File: src/rtl/nibble_spi_master_if.sv
// Handshake and serial-link bundle for nibble_spi_master.
// master = transmitter side, slave = feeder/receiver side.
interface nibble_spi_master_if #(
    parameter int DATA_W = 4
);
    logic [DATA_W-1:0] tx_data;
    logic              tx_valid;
    logic              tx_ready;
    logic              sclk;
    logic              mosi;
    logic              cs_n;
    logic              busy;
    logic              done;

    modport master (
        input  tx_data,
        input  tx_valid,
        output tx_ready,
        output sclk,
        output mosi,
        output cs_n,
        output busy,
        output done
    );

    modport slave (
        output tx_data,
        output tx_valid,
        input  tx_ready,
        input  sclk,
        input  mosi,
        input  cs_n,
        input  busy,
        input  done
    );
endinterface

File: src/rtl/nibble_spi_master.sv
// Mode-0 SPI transmitter: one DATA_W-bit frame per valid/ready handshake.
// Optional trailing even-parity bit when NIBBLE_SPI_PARITY_EN is defined.
module nibble_spi_master #(
    parameter int CLK_DIV   = 4,
    parameter int DATA_W    = 4,
    parameter int MSB_FIRST = 1
) (
    input  logic                clk,
    input  logic                rst_n,
    nibble_spi_master_if.master bus
);

`ifdef NIBBLE_SPI_PARITY_EN
    localparam int NB = DATA_W + 1;
`else
    localparam int NB = DATA_W;
`endif
    localparam int BW = $clog2(NB + 1);
    localparam logic [7:0]    HRELOAD = 8'(CLK_DIV - 1);
    localparam logic [BW-1:0] LAST    = BW'(NB - 1);

    typedef enum logic [2:0] {
        IDLE,
        SETUP,
        SHIFT,
        HOLD,
        GAP
    } state_t;

    state_t        state, state_d;
    logic [7:0]    hcnt, hcnt_d;
    logic [BW-1:0] bcnt, bcnt_d;
    logic [NB-1:0] sreg, sreg_d;
    logic [NB-1:0] load;
    logic [NB-1:0] shifted;
    logic [DATA_W-1:0] data_ord;
    logic          tick;
    logic          sclk_q, sclk_d;
    logic          mosi_q, mosi_d;
    logic          cs_n_q, cs_n_d;
    logic          rdy_q, rdy_d;
    logic          busy_q, busy_d;
    logic          done_q, done_d;

    assign tick    = (hcnt == 8'd0);
    assign shifted = sreg << 1;

    // Arrange the frame so the first bit on the wire sits in the MSB.
    always_comb begin
        data_ord = '0;
        for (int i = 0; i < DATA_W; i++) begin
            if (MSB_FIRST != 0)
                data_ord[i] = bus.tx_data[i];
            else
                data_ord[DATA_W-1-i] = bus.tx_data[i];
        end
`ifdef NIBBLE_SPI_PARITY_EN
        load = {data_ord, ^bus.tx_data};
`else
        load = data_ord;
`endif
    end

    // Next-state and next-output logic; all outputs are registered.
    always_comb begin
        state_d = state;
        hcnt_d  = tick ? hcnt : hcnt - 8'd1;
        bcnt_d  = bcnt;
        sreg_d  = sreg;
        sclk_d  = sclk_q;
        mosi_d  = mosi_q;
        cs_n_d  = cs_n_q;
        rdy_d   = rdy_q;
        busy_d  = busy_q;
        done_d  = 1'b0;
        unique case (state)
            IDLE: begin
                hcnt_d = '0;
                bcnt_d = '0;
                if (bus.tx_valid && rdy_q) begin
                    state_d = SETUP;
                    hcnt_d  = HRELOAD;
                    sreg_d  = load;
                    mosi_d  = load[NB-1];
                    cs_n_d  = 1'b0;
                    rdy_d   = 1'b0;
                    busy_d  = 1'b1;
                end
            end
            SETUP: begin
                if (tick) begin
                    state_d = SHIFT;
                    hcnt_d  = HRELOAD;
                    sclk_d  = 1'b1;
                end
            end
            SHIFT: begin
                if (tick) begin
                    hcnt_d = HRELOAD;
                    if (sclk_q) begin
                        // Falling edge: present the next bit.
                        sclk_d = 1'b0;
                        if (bcnt != LAST) begin
                            sreg_d = shifted;
                            mosi_d = shifted[NB-1];
                        end
                    end else if (bcnt == LAST) begin
                        state_d = HOLD;
                        mosi_d  = 1'b0;
                    end else begin
                        bcnt_d = bcnt + 1'b1;
                        sclk_d = 1'b1;
                    end
                end
            end
            HOLD: begin
                if (tick) begin
                    state_d = GAP;
                    hcnt_d  = HRELOAD;
                    cs_n_d  = 1'b1;
                    done_d  = 1'b1;
                end
            end
            GAP: begin
                if (tick) begin
                    state_d = IDLE;
                    rdy_d   = 1'b1;
                    busy_d  = 1'b0;
                end
            end
            default: begin
                state_d = IDLE;
            end
        endcase
    end

    // State, counters and output registers; reset drops the frame at once.
    always_ff @(posedge clk or negedge rst_n) begin
        if (!rst_n) begin
            state  <= IDLE;
            hcnt   <= '0;
            bcnt   <= '0;
            sreg   <= '0;
            sclk_q <= 1'b0;
            mosi_q <= 1'b0;
            cs_n_q <= 1'b1;
            rdy_q  <= 1'b1;
            busy_q <= 1'b0;
            done_q <= 1'b0;
        end else begin
            state  <= state_d;
            hcnt   <= hcnt_d;
            bcnt   <= bcnt_d;
            sreg   <= sreg_d;
            sclk_q <= sclk_d;
            mosi_q <= mosi_d;
            cs_n_q <= cs_n_d;
            rdy_q  <= rdy_d;
            busy_q <= busy_d;
            done_q <= done_d;
        end
    end

    assign bus.sclk     = sclk_q;
    assign bus.mosi     = mosi_q;
    assign bus.cs_n     = cs_n_q;
    assign bus.tx_ready = rdy_q;
    assign bus.busy     = busy_q;
    assign bus.done     = done_q;

endmodule
File: src/flat_wrapper.sv
// flat-port wrapper written by rule: the top's interface ports become plain ports
module nibble_spi_master_flat 
#(
    parameter int CLK_DIV   = 4,
    parameter int DATA_W    = 4,
    parameter int MSB_FIRST = 1
)
  (clk, rst_n, bus_tx_data, bus_tx_valid, bus_tx_ready, bus_sclk, bus_mosi, bus_cs_n, bus_busy, bus_done);
  nibble_spi_master_if #(.DATA_W(DATA_W)) bus_i ();
  input  logic clk;
  input  logic rst_n;
  input wire logic [$bits(bus_i.tx_data)-1:0] bus_tx_data;
  input wire logic [$bits(bus_i.tx_valid)-1:0] bus_tx_valid;
  output wire logic [$bits(bus_i.tx_ready)-1:0] bus_tx_ready;
  output wire logic [$bits(bus_i.sclk)-1:0] bus_sclk;
  output wire logic [$bits(bus_i.mosi)-1:0] bus_mosi;
  output wire logic [$bits(bus_i.cs_n)-1:0] bus_cs_n;
  output wire logic [$bits(bus_i.busy)-1:0] bus_busy;
  output wire logic [$bits(bus_i.done)-1:0] bus_done;
  assign bus_i.tx_data = bus_tx_data;
  assign bus_i.tx_valid = bus_tx_valid;
  assign bus_tx_ready = bus_i.tx_ready;
  assign bus_sclk = bus_i.sclk;
  assign bus_mosi = bus_i.mosi;
  assign bus_cs_n = bus_i.cs_n;
  assign bus_busy = bus_i.busy;
  assign bus_done = bus_i.done;
  nibble_spi_master #(.CLK_DIV(CLK_DIV), .DATA_W(DATA_W), .MSB_FIRST(MSB_FIRST)) u_core (.clk(clk), .rst_n(rst_n), .bus(bus_i));
endmodule
File: config.mk
export PLATFORM = sky130hd
export DESIGN_NAME = nibble_spi_master_flat
export DESIGN_NICKNAME = d
export VERILOG_FILES = /design/src/rtl/nibble_spi_master_if.sv /design/src/rtl/nibble_spi_master.sv /design/src/flat_wrapper.sv
export SDC_FILE = /design/constraint.sdc
export NUM_CORES = 1
export LEC_CHECK = 0
export CAP_MARGIN = 20
export CORE_ASPECT_RATIO = 0.6
export CORE_MARGIN = 5
export CORE_UTILIZATION = 50
export DETAILED_ROUTE_END_ITERATION = 10
export PLACE_DENSITY = 0.74
export SYNTH_ARGS = -nofsm -noshare
export SYNTH_HDL_FRONTEND = slang
export SYNTH_SLANG_ARGS = --single-unit
File: constraint.sdc
create_clock -name clk -period 2.05 [get_ports clk]
set_clock_uncertainty 0.2 [all_clocks]
set_input_delay 0.41 -clock clk [delete_from_list [all_inputs] [get_ports clk]]
set_output_delay 0.41 -clock clk [all_outputs]
set_load 0.1 [all_outputs]
# Word level (Yosys, flattened, before mapping)
# Index checks and enable logic that the tools add are counted.
# word_totals
out_inout_bits	6
ff_bits	23
# classes
reduce_logical	15
mux	40
n_addsub	2
n_eq_ne	18
# ops
operator	count
3-bit two-way mux	14
8-bit two-way mux	2
2-bit by 1-bit != test with 1-bit output (second input constant)	8
8-bit one-hot mux with 2 select lines	1
3-bit one-hot mux with 5 select lines	1
1-bit two-way mux	14
3-bit one-hot mux with 2 select lines	2
1-bit one-hot mux with 2 select lines	5
5-bit AND reduction	2
3-bit by 2-bit == test with 1-bit output (second input constant)	3
3-bit AND reduction	3
8-bit logical NOT	1
2-bit nonzero test	4
8-bit by 1-bit subtractor with 8-bit output (second input constant)	1
7-bit AND reduction	1
2-bit != test (second input constant)	2
4-bit AND reduction	1
3-bit by 1-bit adder with 3-bit output (second input constant)	1
3-bit by 1-bit == test with 1-bit output (second input constant)	1
3-bit == test (second input constant)	1
3-bit logical NOT	1
3-bit by 1-bit != test with 1-bit output (second input constant)	1
3-bit by 2-bit != test with 1-bit output (second input constant)	1
3-bit != test (second input constant)	1
3 further kinds	3

# Logic depth before layout (Yosys ltp)
# depth
word_depth	5
mapped_depth	9

# Worst setup path before layout
# Ideal clock, no wire load.
# synth_timing
path_kind	register -> register
from	register u_core.sclk_q, in the netlist u_core.bus.sclk
to	register u_core.sreg[1]
setup_time_ps	125
path_buffers	1
stages_incl_launch_ff	5
arrival_time_ps	2078
slack_ps	-353
cell_sequence	dfrtp_1 > clkbuf_1 > inv_1 > o41ai_4 > mux2_2
# synth_between
elab_chain_len	2
# synth_rtl
element	line	text
from (decl)	nibble_spi_master.sv:38	logic sclk_q, sclk_d;
from (signal assigned)	nibble_spi_master.sv:155	sclk_q <= sclk_d;
2-bit by 1-bit != test with 1-bit output (no line)	n/a	
5-bit AND reduction (no line)	n/a	
to (signal assigned)	nibble_spi_master.sv:154	sreg <= sreg_d;
to (decl)	nibble_spi_master.sv:33	logic [NB-1:0] sreg, sreg_d;
# No other way between the ends.
# A chain may end at the register's enable or synchronous reset.

# Worst setup path after layout
# layout_timing
from	register u_core.hcnt[0]
to	register u_core.hcnt[1]
# layout_between
elab_chain_len	4
word_cells_on_any_way	5
classes_between	add/sub: 1; mux: 3; reduce/logical: 1
# layout_rtl
element	line	text
from (decl)	nibble_spi_master.sv:31	logic [7:0] hcnt, hcnt_d;
from (signal assigned)	nibble_spi_master.sv:152	hcnt <= hcnt_d;
8-bit by 1-bit subtractor with 8-bit output or 8-bit logical NOT (tied branches)	nibble_spi_master.sv:67, nibble_spi_master.sv:45	
8-bit two-way mux	nibble_spi_master.sv:67	hcnt_d = tick ? hcnt : hcnt - 8'd1;
8-bit two-way mux	nibble_spi_master.sv:91, nibble_spi_master.sv:98, nibble_spi_master.sv:117	
8-bit one-hot mux with 2 select lines *	nibble_spi_master.sv:76	unique case (state)
net u_core.hcnt_d[1]	nibble_spi_master.sv:31	
# Mark *: on every way through the listed nets, which the timed path passes. The rest lies on a longest branch.

==> flow_metrics.env <==
export IMPL_status="completed"
export IMPL_max_slew_worst_pin_slew_ns=0.538
export IMPL_wl_met3_um=121
export IMPL_die_w_um=75.1
export IMPL_leakagePower_nw=0.763
export IMPL_post_drt_wl_per_cell_um=16.1
export IMPL_irDropWorstVdd_v=0.000555
export IMPL_synth_simple_gate_area_share_pct=17.9
export IMPL_grt_pass1_wl_mm=4.83
export IMPL_rows=14
export IMPL_numPortBuffers=12
export IMPL_ys_seq_area_share_pct=45.5
export IMPL_grtUsageTotal_pct=17.0
export IMPL_grt_max_degree=14
export IMPL_place_area_sq_um=1600
export IMPL_fp_dieH_um=49.0
export IMPL_ant_nets=0
export IMPL_crit_fanout=8
export IMPL_drive_above_1_share_pct=34.2
export IMPL_coreArea_sq_um=2470
export IMPL_synth_cell_types=39
export IMPL_wl_met1_mm=1.51
export IMPL_final_max_slew_violation_count=0
export IMPL_area_growth_pct=35.1
export IMPL_ff_latch_area_sq_um=582
export IMPL_drt_total_wl_mm=3.02
export IMPL_synth_edf_count=0
export IMPL_design_area_sq_um=1720
export IMPL_dpl_hpwl_mm=2.12
export IMPL_synth_mux_area_share_pct=6.40
export IMPL_wl_met2_mm=1.36
export IMPL_cts_buffers=3
export IMPL_crit_arrival_ns=1.99
export IMPL_clock_sinks=23
export IMPL_dieArea_sq_um=3680
export IMPL_avgViaCountPerCell=5.58
export IMPL_synthAdderAreaFrac_pct=4.93
export IMPL_finalCritPeriodShare_pct=99.8
export IMPL_grt_antenna_before_repair=0
export IMPL_overflow=0
export IMPL_ys_seq_elements=23
export IMPL_ys_warn_count=0
export IMPL_io_pins=13
export IMPL_synth_top_family_by_area="simple AND/OR/NAND/NOR gates"
export IMPL_synth_area_per_cell_sq_um=10.3
export IMPL_top_layer="met4"
export IMPL_synthFlopType="dfrtp_1"
export IMPL_diodes=0
export IMPL_post_place_ws_ns=0.0113
export IMPL_min_path_type="in -> async"
export IMPL_drv_cap=0
export IMPL_grt_pass1_vias=1007
export IMPL_gp_congestion=0.839
export IMPL_worst_setup_path_end_kind="flop"
export IMPL_worst_slack_ns=0.00496
export IMPL_route_detailed_drc=0
export IMPL_holdBufCountCts=0
export IMPL_multi_input_area_sq_um=662
export IMPL_fmax_mhz=489
export IMPL_vias=1044
export IMPL_synth_compound_area_share_pct=15.6
export IMPL_drtIter0Drc=50
export IMPL_finalSetupViolCount=0
export IMPL_clkLatencyLatePin_ns=0.27
export IMPL_grt_setup_unrepaired="yes"
export IMPL_path_clk_slew_ns=0.09
export IMPL_slew_headroom_pct=64.0
export IMPL_hold_viol_final=0
export IMPL_power_density_nw_per_um2=1270
export IMPL_syn_cell_area_sq_um=1270
export IMPL_crit_path_start_kind="flop"
export IMPL_required_ns=2.00
export IMPL_syn_inst=123
export IMPL_syn_num_nets=135
export IMPL_final_net_count=168
export IMPL_start_util_pct=51.4
export IMPL_fillCellCount=169
export IMPL_synth_xor_area_share_pct=4.83
export IMPL_first_pass_iters=4
export IMPL_cts_max_level=1
export IMPL_worstSetupPathType="reg -> reg"
export IMPL_total_power_w=0.00219
export IMPL_clock_root_buffer="clkbuf_8"
export IMPL_cts_tree="built"
export IMPL_min_period_ns=2.05
export IMPL_ys_async_sr_fraction_pct=100
export IMPL_cts_max_path_buffers=2
layout make-up:
type	count	area share [%]
Multi-Input combinational cell	87	38.6
Sequential cell	23	33.9
Timing Repair Buffer	34	20.9
Clock buffer	4	2.63
Tap cell	32	2.33
Inverter	7	1.68
kinds of logic after synthesis:
family / Yosys count
AND/OR/NAND/NOR: 42
multiplexers: 7
adder cells (fa/ha/maj): 5
buffers and inverters: 13
AO/OA/AOI/OAI: 26
flip-flops: 23
XOR/XNOR: 7
per-layer routing:
metal  vias to the layer above  track usage [%]
li1                        503                -
met1                       517             26.0
met2                        20             23.8
met3                         4             4.94
met4                         0             2.66
met5                         -                0
flip-flops by register name (all words and copies together), names as in the netlist:
register	cells
u_core.hcnt	8
u_core.bcnt	3
u_core.sreg	3
u_core.state	3
u_core.bus.busy	1
u_core.bus.cs_n	1
u_core.bus.done	1
u_core.bus.mosi	1
u_core.bus.sclk	1
u_core.bus.tx_ready	1
critical path: stages (launching register included):
cell,delay [ns]
dfrtp_1,0.40
inv_2,0.09
ha_4,0.13
nor3b_4,0.20
and2_4,0.19
inv_4,0.05
buf_12,0.13
mux2_4,0.29
a222oi_1,0.26
synthesized netlist by cell type (2+ instances only):
cell type / instances / area share, %
dfrtp_1: 21 / 41
nor2_1: 15 / 4.4
nand2_1: 10 / 3.0
a21oi_1: 7 / 2.8
ha_1: 5 / 4.9
inv_1: 5 / 1.5
mux2_2: 5 / 4.4
o21ai_0: 5 / 2.0
o31ai_1: 5 / 3.0
xnor2_1: 5 / 3.4
nand3_1: 4 / 1.6
clkbuf_1: 3 / 0.89
a32o_1: 2 / 1.6
buf_2: 2 / 0.79
dfstp_2: 2 / 4.1
nor3_1: 2 / 0.79
nor4_1: 2 / 0.99
xor2_1: 2 / 1.4
what timing repair did:
| item | 4_1_cts | 5_1_grt |
|---|---|---|
| gates cloned | 0 | 0 |
| setup endpoints to repair | 2 | 8 |
| hold endpoints to repair | 0 | 0 |
| setup buffers | 0 | 5 |
| pin swaps | 1 | 2 |
| gates resized for setup | 0 | 9 |
where the power goes:
part,switching (W),internal [W]
clock network,0.000146,0.000139
registers,0.000113,0.000553
logic,0.000638,0.000597
worst paths after layout:
path,from,to,slack (ns),depth (start not counted)
max,u_core.hcnt[0],u_core.hcnt[1],0.005,8
min,rst_n,u_core.bus.sclk,0.29,1
max reg2reg,u_core.hcnt[0],u_core.hcnt[1],0.005,8
min reg2reg,u_core.sreg[2],u_core.sreg[2],0.32,1
max in group asynchronous,rst_n,u_core.hcnt[7],0.84,2
min in group clk,u_core.sreg[2],u_core.sreg[2],0.32,1
per-stage QoR:
stage | hold slack [ns] | TNS [ns] | cells | util, %
after floorplan | -0.0856 | 0 | 123 | -
after global placement | 0.284 | 0 | 178 | 64.8
after detailed placement | 0.297 | 0 | 178 | 64.8
after CTS | 0.299 | 0 | 182 | 66.7
after global routing | 0.335 | -0.259 | 187 | 69.5
final | 0.290 | 0 | 187 | 69.5
cells in the final DEF, fill, tap and decap left out, types with 4 or more instances in the layout:
cell type        synthesis  layout
xnor2_1                  5       5
mux2_2                   5       5
buf_4                    0      21
dfrtp_1                 21      20
a21oi_1                  7       7
buf_12                   0       7
nand3_1                  4       4
o31ai_1                  5       4
o21ai_0                  5       4
nor2_1                  15      15
clkdlybuf4s50_1          0       6
nand2_1                 10      10
Note: power is estimated with default switching activity, not from simulation.
